## src/rtl/lime_mem_responder_pkg.sv

```systemverilog
// Shared types and constants for the lime memory responder.
// Optional ack watchdog is enabled by defining LIME_MEM_TIMEOUT_EN.
package lime_mem_pkg;

    typedef enum logic [1:0] {
        IDLE = 2'd0,
        BUSY = 2'd1,
        DONE = 2'd2
    } lime_mem_state_e;

    typedef enum logic {
        DST_IR  = 1'b0,
        DST_MDR = 1'b1
    } lime_mem_dst_e;

    localparam logic [15:0] LIME_MEM_POISON = 16'hDEAD;

    // True when more than one memory strobe is asserted in the same cycle.
    function automatic logic multi_cmd(input logic mem_r, input logic mem_w, input logic ir_write);
        return (mem_r & mem_w) | (mem_r & ir_write) | (mem_w & ir_write);
    endfunction

endpackage

```

## src/rtl/lime_mem_responder_if.sv

```systemverilog
// SRAM request/response bus between the lime memory responder and the backing SRAM.
interface lime_mem_responder_if #(
    parameter int unsigned DATA_W = 16,
    parameter int unsigned ADDR_W = 16
);
    logic              sram_req;
    logic              sram_we;
    logic [ADDR_W-1:0] sram_addr;
    logic [DATA_W-1:0] sram_wdata;
    logic [DATA_W-1:0] sram_rdata;
    logic              sram_ack;

    modport master (
        output sram_req, sram_we, sram_addr, sram_wdata,
        input  sram_rdata, sram_ack
    );

    modport slave (
        input  sram_req, sram_we, sram_addr, sram_wdata,
        output sram_rdata, sram_ack
    );
endinterface

```

## src/rtl/lime_mem_watchdog.sv

```systemverilog
// Loadable down-counter; expire_c flags the last permitted BUSY cycle.
module lime_mem_watchdog #(
    parameter int unsigned TIMEOUT = 15
) (
    input  logic CLK,
    input  logic Reset,
    input  logic load,
    input  logic run,
    output logic expire_c
);
    localparam int unsigned CNT_W = (TIMEOUT < 2) ? 1 : $clog2(TIMEOUT + 1);

    logic [CNT_W-1:0] count_q;

    always_ff @(posedge CLK or posedge Reset) begin
        if (Reset) begin
            count_q <= '0;
        end else if (load) begin
            count_q <= CNT_W'(TIMEOUT);
        end else if (run && (count_q != '0)) begin
            count_q <= count_q - CNT_W'(1);
        end
    end

    // Count holds the number of BUSY cycles left including the current one.
    assign expire_c = run && (count_q <= CNT_W'(1));

endmodule

```

## src/rtl/lime_mem_responder.sv

```systemverilog
// Memory-side responder: runs one SRAM transaction per control-unit strobe and loads IR/MDR.
// Define LIME_MEM_TIMEOUT_EN to add the BUSY ack watchdog (poison load on expiry).
module lime_mem_responder
    import lime_mem_pkg::*;
#(
    parameter int unsigned DATA_W  = 16,
    parameter int unsigned ADDR_W  = 16,
    parameter int unsigned TIMEOUT = 15
) (
    input  logic                CLK,
    input  logic                Reset,
    input  logic                MemR,
    input  logic                MemW,
    input  logic                IRWrite,
    input  logic                IoD,
    input  logic [ADDR_W-1:0]   PC,
    input  logic [ADDR_W-1:0]   ALUOut,
    input  logic [DATA_W-1:0]   WData,
    output logic                mem_ready,
    output logic [DATA_W-1:0]   IR,
    output logic [DATA_W-1:0]   MDR,
    output logic                proto_err,
    lime_mem_responder_if.master sram
);
    localparam logic [1:0] S_IDLE = 2'(IDLE);
    localparam logic [1:0] S_BUSY = 2'(BUSY);
    localparam logic [1:0] S_DONE = 2'(DONE);

    logic [1:0]     state_q;
    logic [1:0]     state_d;
    lime_mem_dst_e  dst_q;

    logic any_cmd_c;
    logic capture_c;
    logic complete_c;
    logic timeout_c;
    logic expire_c;
    logic stray_ack_c;

    assign any_cmd_c   = MemR | MemW | IRWrite;
    assign stray_ack_c = sram.sram_ack && (state_q != S_BUSY);

`ifdef LIME_MEM_TIMEOUT_EN
    lime_mem_watchdog #(
        .TIMEOUT (TIMEOUT)
    ) u_watchdog (
        .CLK      (CLK),
        .Reset    (Reset),
        .load     (capture_c),
        .run      (state_q == S_BUSY),
        .expire_c (expire_c)
    );
`else
    logic unused_timeout_c;

    assign expire_c         = 1'b0;
    assign unused_timeout_c = ^{32'(TIMEOUT), LIME_MEM_POISON};
`endif

    // State register.
    always_ff @(posedge CLK or posedge Reset) begin
        if (Reset) begin
            state_q <= S_IDLE;
        end else begin
            state_q <= state_d;
        end
    end

    // Next-state and transaction event decode; ack wins over a same-cycle expiry.
    always_comb begin
        state_d    = state_q;
        capture_c  = 1'b0;
        complete_c = 1'b0;
        timeout_c  = 1'b0;
        case (state_q)
            S_IDLE: begin
                if (any_cmd_c) begin
                    state_d   = S_BUSY;
                    capture_c = 1'b1;
                end
            end
            S_BUSY: begin
                if (sram.sram_ack) begin
                    state_d    = S_DONE;
                    complete_c = 1'b1;
                end else if (expire_c) begin
                    state_d   = S_DONE;
                    timeout_c = 1'b1;
                end
            end
            S_DONE: begin
                state_d = S_IDLE;
            end
            default: begin
                state_d = S_IDLE;
            end
        endcase
    end

    // Registered handshake outputs follow the next state so they align with it.
    always_ff @(posedge CLK or posedge Reset) begin
        if (Reset) begin
            mem_ready     <= 1'b0;
            sram.sram_req <= 1'b0;
        end else begin
            mem_ready     <= (state_d == S_DONE);
            sram.sram_req <= (state_d == S_BUSY);
        end
    end

    // Request capture; address and data stay frozen until the next command.
    always_ff @(posedge CLK or posedge Reset) begin
        if (Reset) begin
            sram.sram_we    <= 1'b0;
            sram.sram_addr  <= '0;
            sram.sram_wdata <= '0;
            dst_q           <= DST_IR;
        end else if (capture_c) begin
            sram.sram_we    <= MemW;
            sram.sram_addr  <= IoD ? ALUOut : PC;
            sram.sram_wdata <= WData;
            dst_q           <= IRWrite ? DST_IR : DST_MDR;
        end
    end

    // Read-data landing registers; writes leave both untouched.
    always_ff @(posedge CLK or posedge Reset) begin
        if (Reset) begin
            IR  <= '0;
            MDR <= '0;
        end else if (!sram.sram_we) begin
            if (complete_c) begin
                if (dst_q == DST_IR) begin
                    IR <= sram.sram_rdata;
                end else begin
                    MDR <= sram.sram_rdata;
                end
            end else if (timeout_c) begin
                if (dst_q == DST_IR) begin
                    IR <= DATA_W'(LIME_MEM_POISON);
                end else begin
                    MDR <= DATA_W'(LIME_MEM_POISON);
                end
            end
        end
    end

    // Sticky error: conflicting strobes, ack outside BUSY, or watchdog expiry.
    always_ff @(posedge CLK or posedge Reset) begin
        if (Reset) begin
            proto_err <= 1'b0;
        end else if ((capture_c && multi_cmd(MemR, MemW, IRWrite)) || stray_ack_c || timeout_c) begin
            proto_err <= 1'b1;
        end
    end

endmodule

```

## src/flat_wrapper.sv

```systemverilog
// flat-port wrapper written by rule: the top's interface ports become plain ports
module lime_mem_responder_flat import lime_mem_pkg::*;
#(
    parameter int unsigned DATA_W  = 16,
    parameter int unsigned ADDR_W  = 16,
    parameter int unsigned TIMEOUT = 15
)
  (CLK, Reset, MemR, MemW, IRWrite, IoD, PC, ALUOut, WData, mem_ready, IR, MDR, proto_err, sram_sram_req, sram_sram_we, sram_sram_addr, sram_sram_wdata, sram_sram_rdata, sram_sram_ack);
  lime_mem_responder_if #(.DATA_W(DATA_W), .ADDR_W(ADDR_W)) sram_i ();
  input  logic CLK;
  input  logic Reset;
  input  logic MemR;
  input  logic MemW;
  input  logic IRWrite;
  input  logic IoD;
  input  logic [ADDR_W-1:0] PC;
  input  logic [ADDR_W-1:0] ALUOut;
  input  logic [DATA_W-1:0] WData;
  output logic mem_ready;
  output logic [DATA_W-1:0] IR;
  output logic [DATA_W-1:0] MDR;
  output logic proto_err;
  output wire logic [$bits(sram_i.sram_req)-1:0] sram_sram_req;
  output wire logic [$bits(sram_i.sram_we)-1:0] sram_sram_we;
  output wire logic [$bits(sram_i.sram_addr)-1:0] sram_sram_addr;
  output wire logic [$bits(sram_i.sram_wdata)-1:0] sram_sram_wdata;
  input wire logic [$bits(sram_i.sram_rdata)-1:0] sram_sram_rdata;
  input wire logic [$bits(sram_i.sram_ack)-1:0] sram_sram_ack;
  assign sram_sram_req = sram_i.sram_req;
  assign sram_sram_we = sram_i.sram_we;
  assign sram_sram_addr = sram_i.sram_addr;
  assign sram_sram_wdata = sram_i.sram_wdata;
  assign sram_i.sram_rdata = sram_sram_rdata;
  assign sram_i.sram_ack = sram_sram_ack;
  lime_mem_responder #(.DATA_W(DATA_W), .ADDR_W(ADDR_W), .TIMEOUT(TIMEOUT)) u_core (.CLK(CLK), .Reset(Reset), .MemR(MemR), .MemW(MemW), .IRWrite(IRWrite), .IoD(IoD), .PC(PC), .ALUOut(ALUOut), .WData(WData), .mem_ready(mem_ready), .IR(IR), .MDR(MDR), .proto_err(proto_err), .sram(sram_i));
endmodule
```

## config.mk

```make
export PLATFORM = sky130hd
export DESIGN_NAME = lime_mem_responder_flat
export DESIGN_NICKNAME = d
export VERILOG_FILES = /design/src/rtl/lime_mem_responder_pkg.sv /design/src/rtl/lime_mem_responder_if.sv /design/src/rtl/lime_mem_watchdog.sv /design/src/rtl/lime_mem_responder.sv /design/src/flat_wrapper.sv
export SDC_FILE = /design/constraint.sdc
export NUM_CORES = 1
export LEC_CHECK = 0
export BUFFER_PORTS_ARGS = -buffer_cell sky130_fd_sc_hd__buf_2
export CAP_MARGIN = 20
export CORE_ASPECT_RATIO = 0.8
export CORE_MARGIN = 1.5
export CORE_UTILIZATION = 40
export CTS_CLUSTER_SIZE = 28
export DETAILED_ROUTE_END_ITERATION = 8
export PLACE_DENSITY_LB_ADDON = 0.3
export SLEW_MARGIN = 40
export SYNTH_ARGS = -nofsm -noshare
export SYNTH_HDL_FRONTEND = slang
export SYNTH_HIERARCHICAL = 1
export SYNTH_SLANG_ARGS = --single-unit
```

## constraint.sdc

```tcl
create_clock -name CLK -period 3.05 [get_ports CLK]
set_clock_uncertainty 0.05 [all_clocks]
set_input_delay 0.4575 -clock CLK [delete_from_list [all_inputs] [get_ports CLK]]
set_output_delay 0.4575 -clock CLK [all_outputs]
set_load 0.01 [all_outputs]
```

* Word level (Yosys, flattened, before mapping)
Cells that the tools add are included.
** Operators by class
- Mux-type cells :: 13
- Reductions and logical operators :: 6
- Bitwise logic cells :: 9
- Eq/ne operators :: 4
** Operators with widths (count)
- 2-to-1 mux 16 bit :: 5
- AND reduction 3 bit :: 2
- 2-to-1 mux 1 bit :: 5
- equality test 2 x 1 -> 1 bit, second input constant :: 2
- 2-to-1 mux 2 bit :: 2
- bitwise OR 1 bit :: 4
- case mux 2 bit (2 select lines) :: 1
- bitwise AND 1 bit :: 3
- equality test 2 bit, second input constant :: 1
- logical AND 1 bit :: 2
- zero test 2 bit :: 1
- inequality test 2 x 1 -> 1 bit, second input constant :: 1
- NOT 1 bit :: 2
- logical OR 1 bit :: 1
** Word-level totals
- Input bits :: 71
- Word-level logic and storage cells :: 42
- Output and inout port bits :: 68
- Flip-flop bits (word level) :: 71

* Logic depth before layout (Yosys ltp)
- Depth in word-level cells :: 6
- Gate-level depth with buffers :: 5
- Gate-level depth less buffers :: 3

* Worst setup path before layout
Ideal clock, no wire load.
- Path type :: input -> register
- Start point :: input port IoD
- End point :: register u_core.sram.sram_addr[0]
- Data arrival time :: 1668 ps
- Path slack :: 1208 ps
- Cell stages on the path :: 4
- Required time :: 2875 ps
- Cells stage by stage :: clkbuf_1 clkbuf_1 mux2_2 mux2_2
** On the way
- Longest elaborated chain between the ends :: 1
** RTL lines
- start, declared :: line flat_wrapper.sv:15 : input logic IoD;
- 2-to-1 mux 16 bit :: line lime_mem_responder.sv:120 : sram.sram_addr <= IoD ? ALUOut : PC;
- end signal, assigned :: line lime_mem_responder.sv:120
- end, declared :: line lime_mem_responder_if.sv:14 : output sram_req, sram_we, sram_addr, sram_wdata,
No other way between the ends.
A chain may end at the register's enable or synchronous reset.

* Worst setup path in the final report
- Start point :: register u_core.state_q[1]
- End point :: register u_core.MDR[3]
** On the way
- Longest elaborated chain between the ends :: 3
** RTL lines
- start, declared :: line lime_mem_responder.sv:29 : logic [1:0] state_q;
- start signal, assigned :: line lime_mem_responder.sv:65 : state_q <= state_d;
- equality test 2 x 1 -> 1 bit :: line lime_mem_responder.sv:75 : case (state_q)
- 2-to-1 mux 1 bit :: line lime_mem_responder.sv:75
- AND reduction 3 bit (no source line)
- end signal, assigned :: line lime_mem_responder.sv:136 : MDR <= sram.sram_rdata;
- end signal, assigned :: line lime_mem_responder.sv:142 : MDR <= DATA_W'(LIME_MEM_POISON);
- end, declared :: line lime_mem_responder.sv:21 : output logic [DATA_W-1:0] MDR,
No other way between the ends.

==> metrics.txt <==
Seq/Total Area, Yosys 0.6118; first-pass GRT wire length 9846 um; Cells after Synth 179; register bit count reported by yosys 71; Sink Count 71; Hold Slack 0.1178 ns; via count 1969; Starting Density 0.4173; IO Pins 139; clock root buffer clkbuf_8; Slew Viols, Final 0; placed inst area 3681 sq um; Crit Path Class register to register; fmax 495.7 MHz; storage element area 1777 sq um; Mapped Area 2904 sq um; Synth Warn # 6; top sig layer met4; Final Util 0.5633; DRT met1 WL 2536 um; # port buffers 138; post-cts hold buffer count 0; Final Instance Count excl. Fillers 414; sw power 1.300 mW; DPL Wire Length 4433 um; TNS Setup 0 ns; largest net degree at the start of global routing 38; count of different cell masters after synthesis 22; initial antenna violation count 0; vias per inst 4.756; Reg power frac 0.401; ANT nets after route 0; setup ws final 1.033 ns; worst slack, placed 0.8066 ns; violation count after the first detailed-route iteration 41; hold crit path type input pin to asynchronous set/reset pin; CTS Buf Count 9; CP endpoint kind register; Post-CTS Setup Inserts 0; die area 7784 sq um; Synth-to-Final Area Change 34.98%; minimum clock period 2.017 ns; deepest clock path buffer count 2; Multi-input gate area 1062 sq um; filler cell count 626; Power per Cell Area 1054 nW/um^2; grt ovf 0; Int Pwr 2.832 mW; gr usage total 0.1622; setup violators final 0; core area 6959 sq um; Die Y 79.21 um; met3 WL 497 um; WL met2 2726 um; Final GP Congestion 0.7128; layout cells sized above 1 0.7370; Max-Cap Viols 0; RSZ-0062 raised after global routing no; status finished, final reports clean; CP required 3.22 ns; Tightest Pin Transition 0.6254 ns; syn nets 250; die width 98.27 um; CP Max Fanout 16; vias in the first global route 2027; diode count 0; WL/cell 14.21 um; VDD IR-drop max 528.9 uV; Tot Pwr 4.132 mW; Worst-Skew Late Latency 0.33 ns; final WL 5881 um; # rows 27; count of nets after finishing 393; CTS resizes 0; Worst Setup Start Kind register; placed insts 398; P_leak 1.939 nW; CTS clk-pin slew, worst paths 0.07 ns; power share of the clock group 0.213; H-tree depth 3; final-report hold violation count 0; fin crit share 0.6614; CTS tree done; Synth Area per Inst 16.22 sq um; drt first pass iters 3; Final Cell Area 3920 sq um; Relative slew margins 0.5799; Comb power frac 0.387; Post-route DRC 0; switching part of the total 0.3145; CP Data Arrival Time 2.19 ns
[worst max-delay path, cell delays in order (launching register included)]
cell	delay, ns
dfrtp_1	0.45
or4b_2	0.99
mux2_4	0.40
[power groups by stage]
| stage | Clock, mW | Combinational, mW | Sequential, mW |
|---|---|---|---|
| after floorplan | 0 | 0.774 | 1.87 |
| after global placement | 0 | 1.58 | 1.66 |
| after detailed placement | 0 | 1.62 | 1.68 |
| after CTS | 0.907 | 1.62 | 1.66 |
| after global routing | 0.950 | 1.72 | 1.72 |
| final | 0.879 | 1.60 | 1.66 |
[metal layers]
layer / GRT usage / vias to the layer above
li1: - / 928
met3: 0.07130 / 15
met5: 0 / -
met1: 0.2027 / 951
met4: 0.05211 / 0
met2: 0.2545 / 75
[area by class of cell]
type,instances,area share
Tap cell,87,0.02777
Timing Repair Buffer,141,0.1851
Clock inverter,5,0.02713
Multi-Input combinational cell,97,0.2710
Sequential cell,71,0.4532
Inverter,2,0.002234
Clock buffer,11,0.03351
[synthesized netlist by cell type, drive strengths merged]
library cell	n	area (sq um)
buf	7	58.81
nand2b	1	6.260
dfrtp	71	1777
or2	1	6.260
nor2	3	11.26
nor4	1	12.51
nand2	2	10.01
maj3	1	10.01
or4b	1	10.01
a221o	1	11.26
o21ai	1	5.000
clkbuf	2	7.510
mux2	80	938.4
a21oi	2	10.01
o21bai	2	15.01
inv	2	7.510
o21a	1	7.510
[sequential cells by signal (all words and copies together) (netlist names)]
name                    flops
u_core/proto_err            1
u_core/sram.sram_req        1
u_core/mem_ready            1
u_core/sram.sram_addr      16
u_core/IR                  16
u_core/state_q              2
u_core/dst_q                1
u_core/MDR                 16
u_core/sram.sram_wdata     16
u_core/sram.sram_we         1
[cells in the final DEF (no fill, tap or decap), drive strengths merged]
cell type and count:
clkinvlp 1, inv 1, bufinv 3, a221o 1, o21ai 1, or4b 1
clkbuf 11, o21a 1, nand2 2, clkinv 2, nand2b 1, maj3 1
o21bai 2, mux2 80, a21oi 2, nor4 1, buf 141, dfrtp 71
or2 1, nor2 3
[cells by family (layout without fill, tap and decap cells)]
kind of cell	Yosys count	in the layout	share of synthesized area
compound gates	7	7	0.01680
fa+ha+maj	1	1	0.003447
flops	71	71	0.6118
simple gates	9	9	0.01939
buf+inv	11	159	0.02542
mux	80	80	0.3231
[final timing paths]
check                           slack [ns]                to  cells after the start              start
worst min-delay path                  0.12     u_core/IR[13]                      2              Reset
worst max-delay path                  1.03     u_core/MDR[3]                      2  u_core/state_q[1]
min in group CLK                      0.27      u_core/dst_q                      2            IRWrite
max in group asynchronous             2.23     u_core/MDR[1]                      3              Reset
worst max register to register        1.03     u_core/MDR[3]                      2  u_core/state_q[1]
worst min register to register        0.44  u_core/proto_err                      1   u_core/proto_err
(Power assumes the default switching activity.)
